===== config.mk =====
export PLATFORM = sky130hd
export DESIGN_NAME = impulse_sequencer
export DESIGN_NICKNAME = d
export VERILOG_FILES = /design/src/rtl/impulse_sequencer.sv
export SDC_FILE = /design/constraint.sdc
export NUM_CORES = 1
export LEC_CHECK = 0
export CORE_AREA = 8 8 240 242
export CTS_CLUSTER_DIAMETER = 60
export DETAILED_ROUTE_END_ITERATION = 7
export DIE_AREA = 0 0 248 250
export GPL_TIMING_DRIVEN = 0
export HOLD_SLACK_MARGIN = 0.1
export PLACE_DENSITY = 0.82
export RECOVER_POWER = 100
export SKIP_CTS_REPAIR_TIMING = 1
export SYNTH_ARGS = -nofsm -noshare
export SYNTH_HDL_FRONTEND = slang
export SYNTH_SLANG_ARGS = --single-unit
export TNS_END_PERCENT = 5

===== constraint.sdc =====
create_clock -name clk -period 11.7 [get_ports clk]
set_clock_uncertainty 0.1 [all_clocks]
set_input_delay 1.755 -clock clk [delete_from_list [all_inputs] [get_ports clk]]
set_output_delay 1.755 -clock clk [all_outputs]
set_load 0.01 [all_outputs]

===== src/rtl/impulse_sequencer.sv =====
// Impulse burst sequencer: shadows an SPI parameter frame, keeps system time and emits a timed
// burst of transmit/blanking gates with a stepped frequency word. Option: IMPULSE_LATE_START_EN.
module impulse_sequencer #(
   parameter int unsigned FREQ_W = 48,
   parameter int unsigned TIME_W = 64
) (
   input  logic              clk,
   input  logic              rst_n,
   input  logic              clk_en,
   input  logic              SPI_WR,
   input  logic              SYS_TIME_UPDATE,
   input  logic [TIME_W-1:0] TIME,
   input  logic [FREQ_W-1:0] FREQ,
   input  logic [FREQ_W-1:0] FREQ_STEP,
   input  logic [TIME_W-1:0] TIME_START,
   input  logic [15:0]       N_impulse,
   input  logic [7:0]        TYPE_impulse,
   input  logic [31:0]       Interval_Ti,
   input  logic [31:0]       Interval_Tp,
   input  logic [31:0]       Tblank1,
   input  logic [31:0]       Tblank2,
   output logic [TIME_W-1:0] SYS_TIME,
   output logic              IMP,
   output logic              BLANK,
   output logic [FREQ_W-1:0] FREQ_OUT,
   output logic              BUSY,
   output logic              DONE,
   output logic              LATE
);

   localparam logic [1:0] StIdle  = 2'd0;
   localparam logic [1:0] StArmed = 2'd1;
   localparam logic [1:0] StRun   = 2'd2;

   logic [1:0]        state_q, state_d;
   logic [TIME_W-1:0] sys_time_q, sys_time_d;
   logic [TIME_W-1:0] time_start_q, time_start_d;
   logic [FREQ_W-1:0] freq_out_q, freq_out_d;
   logic [FREQ_W-1:0] freq_step_q, freq_step_d;
   logic [15:0]       n_q, n_d;
   logic [15:0]       k_q, k_d;
   logic              step_en_q, step_en_d;
   logic [31:0]       ti_q, ti_d;
   logic [31:0]       tp_q, tp_d;
   logic [31:0]       tb1_q, tb1_d;
   logic [31:0]       tb2_q, tb2_d;
   logic [31:0]       pc_q, pc_d;
   logic              imp_q, imp_d;
   logic              blank_q, blank_d;
   logic              done_q, done_d;
   logic              late_q, late_d;

   logic [31:0]       tp_ld, ti_ld, pc_run, pc_win;
   logic              period_end, last_imp, start_hit, late_hit, imp_win, blank_win;
   logic              unused_type;

   assign unused_type = ^TYPE_impulse[7:1];

   assign tp_ld      = (Interval_Tp == 32'd0) ? 32'd1 : Interval_Tp;
   assign ti_ld      = (Interval_Ti > tp_ld) ? tp_ld : Interval_Ti;
   assign period_end = (pc_q == tp_q - 32'd1);
   assign last_imp   = (({1'b0, k_q} + 17'd1) == {1'b0, n_q});
   assign pc_run     = period_end ? 32'd0 : pc_q + 32'd1;
   // Gates are registered from the pc value being entered, so a burst start evaluates pc=0.
   assign pc_win     = (state_q == StRun) ? pc_run : 32'd0;
   assign imp_win    = (pc_win < ti_q);
   assign blank_win  = ((pc_win >= ti_q) && ({1'b0, pc_win} < ({1'b0, ti_q} + {1'b0, tb1_q})))
                     || (({1'b0, pc_win} + {1'b0, tb2_q}) >= {1'b0, tp_q});
   assign start_hit  = (sys_time_q == time_start_q);

`ifdef IMPULSE_LATE_START_EN
   logic [TIME_W-1:0] time_diff;
   assign time_diff = time_start_q - sys_time_q;
   assign late_hit  = time_diff[TIME_W-1];
`else
   assign late_hit = 1'b0;
`endif

   always_comb begin
      sys_time_d = sys_time_q;
      if (SYS_TIME_UPDATE) begin
         sys_time_d = TIME;
      end else if (clk_en) begin
         sys_time_d = sys_time_q + TIME_W'(1);
      end
   end

   always_comb begin
      state_d      = state_q;
      time_start_d = time_start_q;
      freq_out_d   = freq_out_q;
      freq_step_d  = freq_step_q;
      n_d          = n_q;
      k_d          = k_q;
      step_en_d    = step_en_q;
      ti_d         = ti_q;
      tp_d         = tp_q;
      tb1_d        = tb1_q;
      tb2_d        = tb2_q;
      pc_d         = pc_q;
      imp_d        = imp_q;
      blank_d      = blank_q;
      done_d       = 1'b0;
      late_d       = late_q;
      if (SPI_WR) begin
         time_start_d = TIME_START;
         freq_out_d   = FREQ;
         freq_step_d  = FREQ_STEP;
         n_d          = N_impulse;
         step_en_d    = TYPE_impulse[0];
         ti_d         = ti_ld;
         tp_d         = tp_ld;
         tb1_d        = Tblank1;
         tb2_d        = Tblank2;
         imp_d        = 1'b0;
         blank_d      = 1'b0;
         late_d       = 1'b0;
         state_d      = StArmed;
      end else if (clk_en) begin
         case (state_q)
            StArmed: begin
               if (start_hit || late_hit) begin
                  if (late_hit) late_d = 1'b1;
                  if (n_q == 16'd0) begin
                     state_d = StIdle;
                     done_d  = 1'b1;
                  end else begin
                     state_d = StRun;
                     pc_d    = 32'd0;
                     k_d     = 16'd0;
                     imp_d   = imp_win;
                     blank_d = blank_win;
                  end
               end
            end
            StRun: begin
               pc_d    = pc_run;
               imp_d   = imp_win;
               blank_d = blank_win;
               if (period_end) begin
                  k_d = k_q + 16'd1;
                  if (step_en_q) freq_out_d = freq_out_q + freq_step_q;
                  if (last_imp) begin
                     state_d = StIdle;
                     done_d  = 1'b1;
                     imp_d   = 1'b0;
                     blank_d = 1'b0;
                  end
               end
            end
            default: ;
         endcase
      end
   end

   always_ff @(posedge clk or negedge rst_n) begin
      if (!rst_n) begin
         state_q      <= StIdle;
         sys_time_q   <= '0;
         time_start_q <= '0;
         freq_out_q   <= '0;
         freq_step_q  <= '0;
         n_q          <= '0;
         k_q          <= '0;
         step_en_q    <= 1'b0;
         ti_q         <= '0;
         tp_q         <= '0;
         tb1_q        <= '0;
         tb2_q        <= '0;
         pc_q         <= '0;
         imp_q        <= 1'b0;
         blank_q      <= 1'b0;
         done_q       <= 1'b0;
         late_q       <= 1'b0;
      end else begin
         state_q      <= state_d;
         sys_time_q   <= sys_time_d;
         time_start_q <= time_start_d;
         freq_out_q   <= freq_out_d;
         freq_step_q  <= freq_step_d;
         n_q          <= n_d;
         k_q          <= k_d;
         step_en_q    <= step_en_d;
         ti_q         <= ti_d;
         tp_q         <= tp_d;
         tb1_q        <= tb1_d;
         tb2_q        <= tb2_d;
         pc_q         <= pc_d;
         imp_q        <= imp_d;
         blank_q      <= blank_d;
         done_q       <= done_d;
         late_q       <= late_d;
      end
   end

   assign SYS_TIME = sys_time_q;
   assign IMP      = imp_q;
   assign BLANK    = blank_q;
   assign FREQ_OUT = freq_out_q;
   assign BUSY     = (state_q != StIdle);
   assign DONE     = done_q;
   assign LATE     = late_q;

endmodule

==> metrics.yaml, run 1 <==
outcome:
  outcome: "finished with violations"
  violations: "max-capacitance violations, max-slew violations"
clock_network:
  cts.clk_slew.worst_paths_ns: 0.06
  root_buffer: "clkbuf_16"
  ctsHtreeMaxLevel: 2
  cts_buffers: 53
  cts_tree: "yes"
  cts_buffer_depth: 3
  cts.sink_count: 422
  clock_latency_ns: 0.61
sta:
  fin_ws_ns: 1.347
  fin_crit_ns: 10.35
  worst-slew-pin-transition_ns: 4.894
  setup_violations: 0
  fmax_ghz: 0.09659
  drv_slew: 330
  final_hold_viol_count: 0
  slew_headroom_pct: -226.2
  fin_tns_setup_ns: 0
  rsz0062_at_grt: "no"
  fin_crit_sh_pct: 88.48
flow_run:
  maxCapViolations: 4
placement:
  port_buffers: 487
  gp_congestion: 1.020
  dp_slack_ns: 2.111
  dp_hpwl_mm: 82.82
  dp_cells: 4342
  place_area_um2: 34970
floorplan:
  ios: 498
  core_um2: 53500
  fp.dieH_um: 250
  rows: 85
  dieArea_um2: 62000
  initial_utilization_pct: 54.46
  die_x_um: 248
layout:
  seq_area_um2: 10560
  post-route-util_pct: 68.74
  fillerInstances: 4196
  finalNetCount: 4317
  syn_to_final_growth_pct: 26.22
  multiInputGateArea_um2: 17530
  drive_gt1_share_pct: 9.621
  design_area_um2: 36770
  fin_cells: 4464
synthesis:
  yosys_most_used_dff: "dfrtp_1"
  netlist_area_um2: 29140
  synth_cells: 3156
  syn_avg_cell_area_um2: 9.232
  synth_edf_count: 0
  syn_nets: 3772
  synth_top_cell_by_area: "dfrtp_1"
  synth.most_common_cell: "dfrtp_1"
  seq_area_frac_synth_pct: 36.24
  synth_top_area_share_pct: 36.24
  synth_common_cells: "422 x dfrtp_1, 273 x nand2_1, 234 x nor2_1, 232 x ha_1, 226 x o21ai_0"
  yosysWarningCount: 0
  async_reset_ff_share_pct: 100.0
  synth.top_cells.by_area: "dfrtp_1 36%, ha_1 10%, mux2_2 8.7%"
  ys_seq_elements: 422
  synthDistinctLibCells: 90
critical_path:
  cp_data_arrival_time_ns: 10.70
  cpPeakStageDelay_ns: 0.84
  worstPathRequired_ns: 12.05
  r2r_cells: 35
  slowest_stage: "o21ai_0"
  reg2reg_setup_slack_ns: 1.35
  r2r_end: "BLANK"
  crit_type: "flip-flop to flip-flop"
  worstPathMaxFanout: 10
  cp_common_cell: "ha_1"
  r2r_start: "tp_q[1]"
  worst_setup_path_end_kind: "flip-flop"
  cp-start-kind: "flip-flop"
route:
  final_antenna_net_count: 0
  wl_mm: 104.3
  first_pass_iters: 7
  wire_per_inst_um: 23.37
  vias: 26806
  post-route-drc-count: 0
  drt_iter0_drc: 2291
  vias_per_cell: 6.005
worst_hold_path:
  min_from: "k_q[1]"
  hold-path-endpoint: "k_q[1]"
  min_path_type: "flip-flop to flip-flop"
  hold_path_depth: 2
power_and_ir_drop:
  max-vdd-ir-drop_uv: 126.7
  cellLeakagePower_nw: 16.10
  power_density_nw_per_um2: 127.0
global_route:
  grt_usage_pct: 33.04
  grt_pass1_wl_mm: 158.4
  grt_overflow_total: 0
  grt_max_degree: 121
  grt_pass1_vias: 27164
  antenna_found_initial: 32
-- flip-flops by register name (all words and copies together) (netlist names), 2 cells and up --
register	count
state_q	2
freq_step_q	48
tp_q	32
ti_q	32
FREQ_OUT	48
k_q	16
SYS_TIME	64
pc_q	32
tb1_q	32
tb2_q	32
time_start_q	64
n_q	16
-- cell families after synthesis --
kind of cell               Yosys count  synth area share [%]
adders and majority gates          241                 10.38
DFF                                422                 36.24
AOI/OAI and AO/OA                  712                 15.00
buffers and inverters              273                 3.582
muxes                              245                 9.383
other                                1               0.01287
and+or+nand+nor                    946                 15.85
xor gates and xnor gates           316                 9.546
-- how the worst max path moves through the flow --
stage / to / startpoint
6_report: BLANK / tp_q[1]
5_1_grt: BLANK / tp_q[0]
4_1_cts: BLANK / tp_q[0]
3_5_place_dp: BLANK / tp_q[0]
3_3_place_gp: tb2_q[19] / rst_n
2_1_floorplan: BLANK / tp_q[0]
-- stage by stage --
stage | power (W) | hold slack (ns)
6_report | 0.004670 | 0.4113
5_1_grt | 0.004884 | 0.4316
4_1_cts | 0.004686 | 0.4107
3_5_place_dp | 0.002965 | 0.3972
3_3_place_gp | 0.002937 | 0.3778
2_1_floorplan | 0.002465 | 0.3657
-- cell usage in the layout, fill, tap and decap left out, types with 130 or more instances in the layout --
master,synthesis,layout
nor2_1,234,234
o21ai_0,226,227
dfrtp_1,422,422
xnor2_1,130,130
xor2_1,185,185
inv_1,144,144
mux2_2,225,225
ha_1,232,232
a21oi_1,223,223
clkdlybuf4s50_1,0,368
nand2_1,273,273
-- layout make-up --
class	instances	share of cell area (%)
tap	696	2.368
clock inverter	24	0.8166
buffer	128	1.344
timing repair buffer	490	13.34
multi-input combinational	2461	47.66
inverter	145	1.480
antenna	26	0.1769
sequential	422	28.72
clock buffer	72	4.100
-- metal layers --
metal | GRT usage, % | wire (um) | vias to the layer above
met1 | 38.87 | 39170 | 12936
met3 | 8.599 | 9444 | 302
li1 | - | - | 12368
met2 | 53.98 | 49300 | 1192
met4 | 19.12 | 6356 | 8
met5 | 0 | 55 | -
-- worst max-delay path, delay by kind of cell, from the launching register on --
kind                       cells  cell delay [ns]
DFF                            1             0.43
AOI/OAI and AO/OA             17             4.24
buffers and inverters          3             1.01
xor gates and xnor gates       1             0.14
adders and majority gates      6             2.07
and+or+nand+nor                8             2.17
-- power by group --
| group | total [W] | switching, W | internal, W | leakage (nW) |
|---|---|---|---|---|
| Clock | 0.00172 | 0.000697 | 0.00102 | 0.889 |
| Sequential | 0.00173 | 0.000141 | 0.00159 | 5.08 |
| Combinational | 0.00122 | 0.000642 | 0.000582 | 10.1 |
No activity file was read; power rests on OpenSTA's default activity.
==> run 2, diff against run 1 <==
- PLACE_DENSITY: 0.82 -> 0.86
==> run 2 against run 1 <==
Compared with the run above:
- the flow still finishes with violations (max-capacitance violations, max-slew violations)
- sequential share of layout area barely moved
- register-to-register slack improved by 0.12 ns
- maximum frequency rose by 1.1%
- final cell count barely moved
- largest cell class unchanged
- sequential cell count did not move
- wire length rose by 1.2%
- highest routed layer unchanged
- design area rose by 0.13%
- worst hold slack barely moved
- via count rose by 0.59%
- clock-buffer cell count fell by 1
- power rose by 0.99%
- setup slack improved by 0.12 ns
==> metrics.yaml, run 2 (synthesis results as in run 1) <==
outcome:
  outcome: "finished with violations"
  violations: "max-capacitance violations, max-slew violations"
global_route:
  grt_pass1_wl_mm: 158.5  # about the same
  grt_overflow_total: 0  # unchanged
  grt_max_degree: 109  # -9.9%
  grt_pass1_vias: 27437  # +1.0%
  grt_usage_pct: 33.07  # about the same
  antenna_found_initial: 24  # -25%
power_and_ir_drop:
  power.net_switching_w: 0.001511  # +2.1%
  max-vdd-ir-drop_uv: 121.6  # -4.1%
  p_int_w: 0.003205  # +0.48%
  clkPwrFrac_pct: 37.0  # +0.2 points
  seqPwrFrac_pct: 36.7  # -0.3 points
  totalPowerFinal_w: 0.004716  # +0.99%
  pwr-share-comb_pct: 26.3  # about the same
  cellLeakagePower_nw: 16.11  # about the same
  p_sw_share_pct: 32.04  # +0.35 points
  power_density_nw_per_um2: 128.1  # +0.87%
layout:
  seq_area_um2: 10560  # unchanged
  syn_to_final_growth_pct: 26.38
  finalNetCount: 4318  # +0.023%
  multiInputGateArea_um2: 17530  # about the same
  drive_gt1_share_pct: 9.565  # -0.056 points
  fillerInstances: 4076  # -2.9%
  layout_commonest_cell: "dfrtp_1"
  fin_cells: 4460  # -0.090%
  final_cell_mix: "422 x dfrtp_1, 368 x clkdlybuf4s50_1, 273 x nand2_1, 234 x nor2_1, 232 x ha_1"
  post-route-util_pct: 68.83  # +0.087 points
sta:
  fmax_ghz: 0.09770  # +1.1%
  worst-slew-pin-transition_ns: 6.020  # +1.126 ns
  slew_headroom_pct: -301.3  # -75 points
  drv_slew: 249  # -25%
  fin_crit_sh_pct: 87.48  # -1.0 points
  fin_ws_ns: 1.464  # +0.1170 ns
  final_hold_viol_count: 0  # unchanged
  setup_violations: 0  # unchanged
  fin_crit_ns: 10.24  # -0.1170 ns
  fin_tns_setup_ns: 0  # unchanged
  rsz0062_at_grt: "no"
route:
  vias: 26965  # +0.59%
  post-route-drc-count: 0  # unchanged
  final_antenna_net_count: 0  # unchanged
  wire_per_inst_um: 23.67  # +1.3%
  vias_per_cell: 6.046  # +0.68%
  drt_iter0_drc: 2450  # +6.9%
  wl_mm: 105.6  # +1.2%
  first_pass_iters: 5  # -2
placement:
  gp_congestion: 0.9928  # -2.7%
  dp_slack_ns: 2.204  # +0.09236 ns
  dp_hpwl_mm: 84.41  # +1.9%
  port_buffers: 487  # unchanged
  dp_cells: 4343  # +0.023%
critical_path:
  worstPathMaxFanout: 10  # unchanged
  r2r_cells: 35  # unchanged
  r2r_end: "BLANK"
  worst-path-stages: 35  # unchanged
  cp_common_cell: "ha_1"
  worstSetupStartpoint: "tp_q[1]"
  r2r_start: "tp_q[1]"
  crit_buf_inv: 3  # unchanged
  worstPathRequired_ns: 12.08  # +0.03 ns
  endpoint: "BLANK"
  cpPeakStageDelay_ns: 0.81  # -0.03 ns
  cp_data_arrival_time_ns: 10.61  # -0.09 ns
  slowest_stage: "o21ai_0"
  reg2reg_setup_slack_ns: 1.46  # +0.12 ns
  crit_type: "flip-flop to flip-flop"
  worst_setup_path_end_kind: "flip-flop"
  path_delay_family: "compound AO/OA/AOI/OAI gates"
  cp-start-kind: "flip-flop"
clock_network:
  cts.clk_slew.worst_paths_ns: 0.06  # about the same
  cts_buffer_depth: 3  # unchanged
  cts.sink_count: 422  # unchanged
  cts_buffers: 53  # unchanged
  cts_tree: "yes"
  ctsHtreeMaxLevel: 2  # unchanged
  clock_latency_ns: 0.64  # +0.03 ns
  root_buffer: "clkbuf_16"
floorplan:
  die_x_um: 248  # unchanged
  fp.dieH_um: 250  # unchanged
  ios: 498  # unchanged
  dieArea_um2: 62000  # unchanged
  rows: 85  # unchanged
  initial_utilization_pct: 54.46  # unchanged
  core_um2: 53500  # unchanged
worst_hold_path:
  min_path_type: "flip-flop to flip-flop"
flow_run:
  maxCapViolations: 3  # -1
==> run 2: tightest hold or removal path, delay by kind of cell (launching register included) <==
kind          cells  cell delay [ns]
flops             1             0.37
simple gates      2             0.11
==> run 2: cell type report <==
type,count,area share (%)
Multi-Input combinational cell,2461,47.60
Tap cell,696,2.365
Timing Repair Buffer,491,13.39
Clock buffer,71,4.030
Clock inverter,25,0.9685
Buffer,128,1.342
Inverter,145,1.478
Antenna cell,21,0.1427
Sequential cell,422,28.68
==> run 2: how the worst min path moves through the flow <==
stage,slack (ns),to,from,cells past startpoint
6_report,0.41,k_q[1],k_q[1],2
5_1_grt,0.43,tb1_q[26],tb1_q[26],1
4_1_cts,0.41,k_q[1],k_q[1],2
3_5_place_dp,0.40,k_q[1],k_q[1],2
3_3_place_gp,0.38,k_q[1],k_q[1],2
2_1_floorplan,0.37,k_q[1],k_q[1],2
==> run 2: power by group through the flow <==
stage	combinational (W)	clock [W]	sequential, W
floorplan	0.000746	0	0.00172
global placement	0.00120	0	0.00175
detailed placement	0.00123	0	0.00175
CTS	0.00124	0.00176	0.00173
global route	0.00135	0.00181	0.00174
finish	0.00124	0.00175	0.00173
==> run 2: per-stage QoR <==
stage | hold slack (ns) | area [um2]
finish | 0.4110 | 36820
global route | 0.4279 | 36820
CTS | 0.4088 | 36840
detailed placement | 0.3960 | 35000
global placement | 0.3817 | 34880
floorplan | 0.3657 | 29140
==> run 2: metal layers <==
layer | up-vias | share of wire, % | GRT usage, %
met5 | - | 0.022 | 0
met1 | 12898 | 37 | 39.29
met4 | 4 | 6.9 | 20.47
met3 | 346 | 9.5 | 7.733
met2 | 1358 | 46 | 53.59
li1 | 12359 | - | -
